$ cat src/rtl/rx_frame_buffer.sv
// Synchronises the UART receiver's level outputs, validates each completed frame and
// queues payload plus error flags in a show-ahead FIFO. Optional macro: RX_PARITY_CHECK_EN.
module rx_frame_buffer #(
  parameter int DEPTH      = 8,
  parameter int ADDR_W     = 3,
  parameter int PARITY_ODD = 0
) (
  input  logic              clk,
  input  logic              reset,
  input  logic [10:0]       rx_frame,
  input  logic              rx_valid,
  input  logic              rx_ferror,
  output logic [7:0]        out_data,
  output logic [1:0]        out_err,
  output logic              out_valid,
  input  logic              out_ready,
  output logic [ADDR_W:0]   fifo_count,
  output logic              overrun,
  input  logic              clear_overrun
);

  typedef enum logic [1:0] {IDLE, CHECK, PUSH} state_t;

  state_t state, state_next;

  logic valid_s1, valid_s2, valid_prev;
  logic ferr_s1, ferr_s2;
  logic new_frame;

  logic [7:0] data_q;
  logic       start_q, stop_q, ferr_q;
  logic       framing_flag, parity_flag;
  logic       do_push, busy_hit;

  logic [9:0]        mem [DEPTH];
  logic [ADDR_W-1:0] wr_ptr, rd_ptr;
  logic              full, empty, pop, push_ok, drop;

  always_ff @(posedge clk) begin
    if (reset) begin
      valid_s1   <= 1'b0;
      valid_s2   <= 1'b0;
      valid_prev <= 1'b0;
      ferr_s1    <= 1'b0;
      ferr_s2    <= 1'b0;
    end else begin
      valid_s1   <= rx_valid;
      valid_s2   <= valid_s1;
      valid_prev <= valid_s2;
      ferr_s1    <= rx_ferror;
      ferr_s2    <= ferr_s1;
    end
  end

  // Only a rising edge of the synchronised level marks a new frame.
  assign new_frame = valid_s2 & ~valid_prev;

  always_ff @(posedge clk) begin
    if (reset) state <= IDLE;
    else       state <= state_next;
  end

  always_comb begin
    state_next = state;
    do_push    = 1'b0;
    busy_hit   = 1'b0;
    case (state)
      IDLE: begin
        if (new_frame) state_next = CHECK;
      end
      CHECK: begin
        busy_hit   = new_frame;
        state_next = PUSH;
      end
      PUSH: begin
        busy_hit   = new_frame;
        do_push    = 1'b1;
        state_next = IDLE;
      end
      default: state_next = IDLE;
    endcase
  end

`ifdef RX_PARITY_CHECK_EN
  logic pbit_q;

  always_ff @(posedge clk) begin
    if (reset)               pbit_q <= 1'b0;
    else if (state == CHECK) pbit_q <= rx_frame[9];
  end

  assign parity_flag = (^{pbit_q, data_q}) != 1'(PARITY_ODD);
`else
  logic unused_parity_bit;

  assign unused_parity_bit = rx_frame[9];
  assign parity_flag       = 1'b0;
`endif

  always_ff @(posedge clk) begin
    if (reset) begin
      data_q  <= '0;
      start_q <= 1'b0;
      stop_q  <= 1'b1;
      ferr_q  <= 1'b0;
    end else if (state == CHECK) begin
      data_q  <= rx_frame[8:1];
      start_q <= rx_frame[0];
      stop_q  <= rx_frame[10];
      ferr_q  <= ferr_s2;
    end
  end

  assign framing_flag = start_q | ~stop_q | ferr_q;

  // Occupancy alone decides full/empty, so the pointers can be plain wrapping counters.
  assign empty   = (fifo_count == '0);
  assign full    = (fifo_count == (ADDR_W+1)'(DEPTH));
  assign pop     = ~empty & out_ready;
  assign push_ok = do_push & (~full | pop);
  assign drop    = do_push & full & ~pop;

  always_ff @(posedge clk) begin
    if (push_ok && !reset) mem[wr_ptr] <= {parity_flag, framing_flag, data_q};
  end

  always_ff @(posedge clk) begin
    if (reset) begin
      wr_ptr     <= '0;
      rd_ptr     <= '0;
      fifo_count <= '0;
    end else begin
      if (push_ok) wr_ptr <= wr_ptr + 1'b1;
      if (pop)     rd_ptr <= rd_ptr + 1'b1;
      case ({push_ok, pop})
        2'b10:   fifo_count <= fifo_count + 1'b1;
        2'b01:   fifo_count <= fifo_count - 1'b1;
        default: fifo_count <= fifo_count;
      endcase
    end
  end

  // A new overrun event takes priority over a simultaneous clear request.
  always_ff @(posedge clk) begin
    if (reset)                  overrun <= 1'b0;
    else if (busy_hit || drop)  overrun <= 1'b1;
    else if (clear_overrun)     overrun <= 1'b0;
  end

  assign out_valid = ~empty;
  assign out_data  = out_valid ? mem[rd_ptr][7:0] : 8'h00;
  assign out_err   = out_valid ? mem[rd_ptr][9:8] : 2'b00;

endmodule

$ cat config.mk
export PLATFORM = sky130hd
export DESIGN_NAME = rx_frame_buffer
export DESIGN_NICKNAME = d
export VERILOG_FILES = /design/src/rtl/rx_frame_buffer.sv
export SDC_FILE = /design/constraint.sdc
export NUM_CORES = 1
export LEC_CHECK = 0
export CORE_UTILIZATION = 49
export CTS_CLUSTER_DIAMETER = 40
export DETAILED_ROUTE_END_ITERATION = 12
export PLACE_DENSITY = 0.66
export SYNTH_ARGS = -nofsm -noshare
export SYNTH_HDL_FRONTEND = slang
export SYNTH_SLANG_ARGS = --single-unit
$ cat constraint.sdc
create_clock -name clk -period 7.7 [get_ports clk]
set_clock_uncertainty 0.1 [all_clocks]
set_input_delay 1.54 -clock clk [delete_from_list [all_inputs] [get_ports clk]]
set_output_delay 1.54 -clock clk [all_outputs]
set_load 0.03 [all_outputs]
==> results.md, run 1 <==
- Layout area overhead: 14.0%
- DRT iter0 DRCs: 101
- DR vias: 2215
- Internal Pwr Total: 0.989 mW
- Final Core Density: 58.2%
- Finished Cell Area: roughly 4800 sq um
- Nets@finish: 327
- Max Clk Rate: 238 MHz
- Filler Cell Count: between 600 and 700
- R2R cell count: 10
- Logic pwr share: 31.1%
- Max-slew violation count: 0
- Multi-input logic area: 1360 sq um
- WHS Path Cells: 1
- Largest net degree at the start of global routing: 38
- Row cnt: 33
- P_leak: around 1.6 nW
- Crit path kind: flop to output port
- Status: finished clean
- Mapped Area: around 4200 sq um
- Mapped Cells: roughly 270
- Total global routing overflow: 0
- Starting Density: 51.0%
- Fin crit period: 4.21 ns
- CP endpoint kind: output port
- Sink of the worst hold path: ferr_s2
- CP required: 6.06 ns
- Ports: 33
- Seq. cell area: 2800 sq um
- Cts hold-fix bufs: 0
- Setup-failing EPs final: 0
- Routed WL: around 7 mm
- Skew-Pair Late Insertion Delay: 0.36 ns
- Initial antenna violation count: 0
- Max clock buf depth: 2
- Number of global-route vias before repair: 2113
- Period utilization: 54.7%
- Max incr delay on CP: 0.95 ns
- CTS buffer count: 9
- Switch Pwr: between 0.4 and 0.5 mW
- Max_slew headroom: 32.4%
- Total core area: 8300 sq um
- Clock share of power: about a fifth
- Fin cells: 412
- Routed WL per cell: 17.1 um
- Final ANT Viol Nets: 0
- Seq/Total Area, Yosys: between 60% and 70%
- Post-Syn Nets: 298
- Hold Path Origin: ferr_s1
- Reg2reg start: state[0]
- Drt via density: 5.38
- Antenna diodes: 0
- First-pass GRT wire length: 11.0 mm
- Clock transition at path regs: 0.10 ns
- Die H: 95.0 um
- Synth unique cells: 39
- R2R Path End: fifo_count[2]
- FF+latch count, synth: 104
- Dpl hpwl: roughly 4.4 mm
- Switching share of power: approximately 33%
- R2R setup slack: about 5.1 ns
- Critical-path cell list: mux4_2 > mux2i_1 > nor2_1 > clkdlybuf4s50_1
- Die width: 95.0 um
- Post-synth EDFFs: roughly 70
- Worst-margin pin slew: ~1 ns
- IR drop worst, VDD: 0.192 mV
- Setup TNS Final: 0 ns
- H-tree depth: 3
- Root Buffer: clkbuf_8
- Clock sink count: 104
- DP Area: 4640 sq um
- Hold Path Class: flop to flop
- Final Wtd Congestion: 0.707
- Layout cells sized above 1: 16.9%
- Mean area per synthesized cell: 15.5 sq um
- Fraction of power consumed by sequential logic: 47.7%
- WP data arrival: 2.57 ns
- Warnings, synthesis: 0
- RSZ-0062 raised after global routing: no
- CTS tree: yes
- CP Launch Type: flop
- Pwr Density: 307 nW/um^2
- MaxCap Viol Count: 0
- Cts repair resizes: 0
- DRC: 0
- Crit Path Max Fanout: 18
- Buffers and inverters on the worst path: 1
- Placed cells: between 300 and 400
- All-Layer GR Usage: 17.1%
- Critical-path top delay cell: dfxtp_1
- Ys flop type: edfxtp_1
- CP top delay family: flip-flops
- Drt first pass iters: 4
- Final Hold Viols: 0
- Async SR Flop Fraction: 0%
- Post-CTS setup buffers: 0
- Die area: 9020 sq um
- Port Buf Inserts: 30
metal layers:
metal  track usage, %  up-vias  share of wire [%]
met5                0        -                  0
li1                 -     1074                  -
met1             23.2     1098                 48
met2             27.2       36                 48
met4             7.45        0                1.2
met3             2.90        7                3.1
power groups by stage:
stage	clock (mW)	sequential, mW	combinational, mW
global placement	0	0.718	0.463
finish	0.314	0.707	0.461
CTS	0.322	0.707	0.473
detailed placement	0	0.720	0.472
global route	0.339	0.714	0.503
floorplan	0	0.705	0.349
flip-flops by register name (all words and copies together), names as in the netlist, named ones only:
signal	count
stop_q	1
start_q	1
state	2
wr_ptr	3
mem	72
rd_ptr	3
ferr_s2	1
valid_prev	1
valid_s1	1
valid_s2	1
fifo_count	4
overrun	1
ferr_q	1
ferr_s1	1
data_q	8
cell families after synthesis:
logic type	count (synthesis)	share of synthesized area [%]
fa+ha+maj	8	2.36
compound gates	15	3.69
flops	104	66.2
other cells	1	0.0885
buf+inv	21	2.45
xor+xnor	7	1.45
mux	41	15.0
simple gates	76	8.77
through the flow:
stage / hold WS [ns] / setup slack, ns / total power [mW]
CTS: 0.352 / 3.45 / 1.50
global placement: 0.319 / 3.80 / 1.18
floorplan: 0.314 / 4.27 / 1.05
global route: 0.366 / 3.29 / 1.56
finish: 0.353 / 3.49 / 1.48
detailed placement: 0.329 / 3.77 / 1.19
cells in the mapped netlist, drive strengths merged (3+ instances only):
cell type,instances,area [sq um]
dfxtp,32,641
nand3,4,20.0
nor2,43,178
mux2i,23,230
xor2,4,35.0
inv,5,21.3
nand2b,3,18.8
mux4,18,405
edfxtp,72,2160
xnor2,3,26.3
nor2b,7,43.8
clkbuf,6,22.5
nor3,4,20.0
buf,10,60.1
ha,8,100
nand2,7,26.3
worst register-to-register path: cells and delay by family (launching register included):
kind                     cells  cell delay [ns]
XOR/XNOR                     1             0.16
buffers and inverters        2             0.20
adder cells (fa/ha/maj)      2             0.56
flip-flops                   1             0.39
AND/OR/NAND/NOR              2             0.56
AO/OA/AOI/OAI                3             0.47
how the worst max path moves through the flow:
stage                    endpoint  slack, ns  depth (start not counted)
floorplan               mem[4][0]       4.27                          3
global placement    fifo_count[2]       3.80                          9
detailed placement  fifo_count[2]       3.77                          9
CTS                   out_data[7]       3.45                          4
global route          out_data[4]       3.29                          4
finish                out_data[7]       3.49                          4
area by class of cell:
cell class | count | share of cell area (%)
sequential | 104 | 58.0
multi-input combinational | 148 | 28.1
timing repair buffer | 34 | 6.84
tap | 105 | 2.72
clock buffer | 9 | 2.57
clock inverter | 7 | 1.30
inverter | 5 | 0.441
layout by cell type, fill, tap and decap left out, drive strengths merged, types with 7 or more instances in the layout:
cell           count
edfxtp            72
nor2              43
dfxtp             32
clkdlybuf4s50     30
mux2i             23
mux4              18
clkbuf             9
ha                 8
inv                8
nor2b              7
nand2              7
Note: power is estimated with default switching activity, not from simulation.
==> run 2: changes to the inputs <==
==> constraint.sdc (replaced) <==
create_clock -name clk -period 4 [get_ports clk]
set_clock_uncertainty 0.1 [all_clocks]
set_input_delay 0.8 -clock clk [delete_from_list [all_inputs] [get_ports clk]]
set_output_delay 0.8 -clock clk [all_outputs]
set_load 0.03 [all_outputs]
==> results.md, run 2 (synthesis gave the netlist of run 1 again) <==
- Largest net degree at the start of global routing: 21 (-45%)
- Drt first pass iters: 4 (unchanged)
- Die area: 9020 sq um (unchanged)
- Skew-Pair Late Insertion Delay: 0.36 ns (about the same)
- CP endpoint kind: output port
- Fin crit period: 3.31 ns
- Final Wtd Congestion: 0.696 (-1.5%)
- Setup TNS Final: 0 ns (unchanged)
- Worst slack at placement: 0.825 ns (-2.95 ns)
- Max-slew violation count: 0 (unchanged)
- All-Layer GR Usage: 17.7% (+0.60 points)
- Layout cells sized above 1: 17.6% (+0.63 points)
- Die H: 95.0 um (unchanged)
- Row cnt: 33 (unchanged)
- Biggest regs: mem: 72 flops, data_q: 8 flops, fifo_count: 4 flops
- Clock share of power: 21.8% (+0.6 points)
- Fraction of power consumed by sequential logic: 46.8% (-0.9 points)
- Die width: 95.0 um (unchanged)
- Crit Path Max Fanout: 18 (unchanged)
- CP required: 3.10 ns (-2.96 ns)
- Clock sink count: 104 (unchanged)
- Setup-failing EPs final: 0 (unchanged)
- Post-CTS setup buffers: 0 (unchanged)
- Drt via density: 5.43 (+1.0%)
- Max reg flops: 72 (unchanged)
- Most common cell after layout, fill and taps aside: edfxtp_1
- Hold Path Class: flop to flop
- Most frequent cells in the layout: edfxtp_1, nor2_1, dfxtp_1, clkdlybuf4s50_1, mux2i_1
- DR vias: 2270 (+2.5%)
- Final setup margin: 0.691 ns (-2.80 ns)
- Port Buf Inserts: 30 (unchanged)
- Switching share of power: 33.9% (+0.61 points)
- DRC: 0 (unchanged)
- Worst-margin pin slew: 1.00 ns (-0.00589 ns)
- Logic pwr share: 31.4% (+0.3 points)
- Clock transition at path regs: 0.10 ns (about the same)
- Starting Density: 51.0% (unchanged)
- Max_slew headroom: 32.8% (+0.39 points)
- P_leak: 1.60 nW (+2.8%)
- R2R setup slack: 1.45 ns (-3.69 ns)
- Crit path kind: flop to output port
- Antenna diodes: 0 (unchanged)
- Pwr Density: 594 nW/um^2 (+94%)
- Final Hold Viols: 0 (unchanged)
- Nets@finish: 333 (+1.8%)
- Switch Pwr: 0.980 mW (+99%)
- RSZ-0062 raised after global routing: no
- Initial antenna violation count: 0 (unchanged)
- CTS tree: yes
- WP data arrival: 2.41 ns (-0.16 ns)
- Routed WL per cell: 17.4 um (+1.9%)
- Max Clk Rate: 302 MHz
- Reg with most FFs: mem
- Dpl hpwl: 4.64 mm (+6.1%)
- CP Launch Type: flop
- Root Buffer: clkbuf_8
- Ports: 33 (unchanged)
- Total global routing overflow: 0 (unchanged)
- Total core area: 8300 sq um (unchanged)
- Number of global-route vias before repair: 2247 (+6.3%)
- Internal Pwr Total: 1.92 mW (+94%)
- Layout area overhead: 15.0%
- Final ANT Viol Nets: 0 (unchanged)
- H-tree depth: 3 (unchanged)
- IR drop worst, VDD: 0.296 mV (+55%)
- DRT iter0 DRCs: 89 (-12%)
- Status: finished clean
- Max clock buf depth: 2 (unchanged)
- MaxCap Viol Count: 0 (unchanged)
- CTS buffer count: 9 (unchanged)
- Cts hold-fix bufs: 0 (unchanged)
- Period utilization: between 80% and 90%
- First-pass GRT wire length: 11.5 mm (+4.6%)
- Cts repair resizes: 0 (unchanged)
- Routed WL: 7.26 mm (+3.3%)
[run 2: through the flow]
stage	hold slack (ns)	cells	power (mW)	cell area, sq um	util, %
floorplan	0.314	273	2.03	4240	-
global route	0.381	418	3.05	4870	58.7
finish	0.357	418	2.90	4870	58.7
global placement	0.322	402	2.28	4670	56.3
detailed placement	0.337	402	2.29	4670	56.3
CTS	0.359	418	2.92	4870	58.7
[run 2: final timing paths]
| kind | start | endpoint | depth (start not counted) |
|---|---|---|---|
| setup / recovery | flop | out_err[0] | 5 |
| hold / removal | valid_s2 | valid_prev | 2 |
| hold reg to reg | valid_s2 | valid_prev | 2 |
| setup reg to reg | state[0] | fifo_count[2] | 10 |
[run 2: worst max-delay path, stage by stage (launching register included)]
cell and delay [ns]:
dfxtp_1 0.32, buf_4 0.34, mux4_2 0.57, mux2i_1 0.18, nor2_1 0.06, clkdlybuf4s50_1 0.59
[run 2: final cells by class]
cell class | instances | area, sq um
multi-input cells | 148 | 1340
repair buffers | 40 | 375
well taps | 105 | 131
inverters | 5 | 21.3
flip-flops and latches | 104 | 2800
clock inverters | 7 | 75.1
clock buffers | 9 | 124
fillers | 664 | 3430
[run 2: per-layer routing]
layer	share of wire (%)	up-vias	GRT usage [%]
met3	2.9	10	3.46
met2	49	38	28.8
met4	1.9	0	7.70
met1	46	1145	23.2
met5	0	-	0
li1	-	1077	-
[run 2: power groups by stage]
stage          clock network, mW  registers, mW  logic [mW]
3_5_place_dp                   0           1.38       0.915
4_1_cts                    0.649           1.35       0.922
5_1_grt                    0.694           1.37       0.986
2_1_floorplan                  0           1.36       0.673
3_3_place_gp                   0           1.38       0.906
6_report                   0.632           1.36       0.908
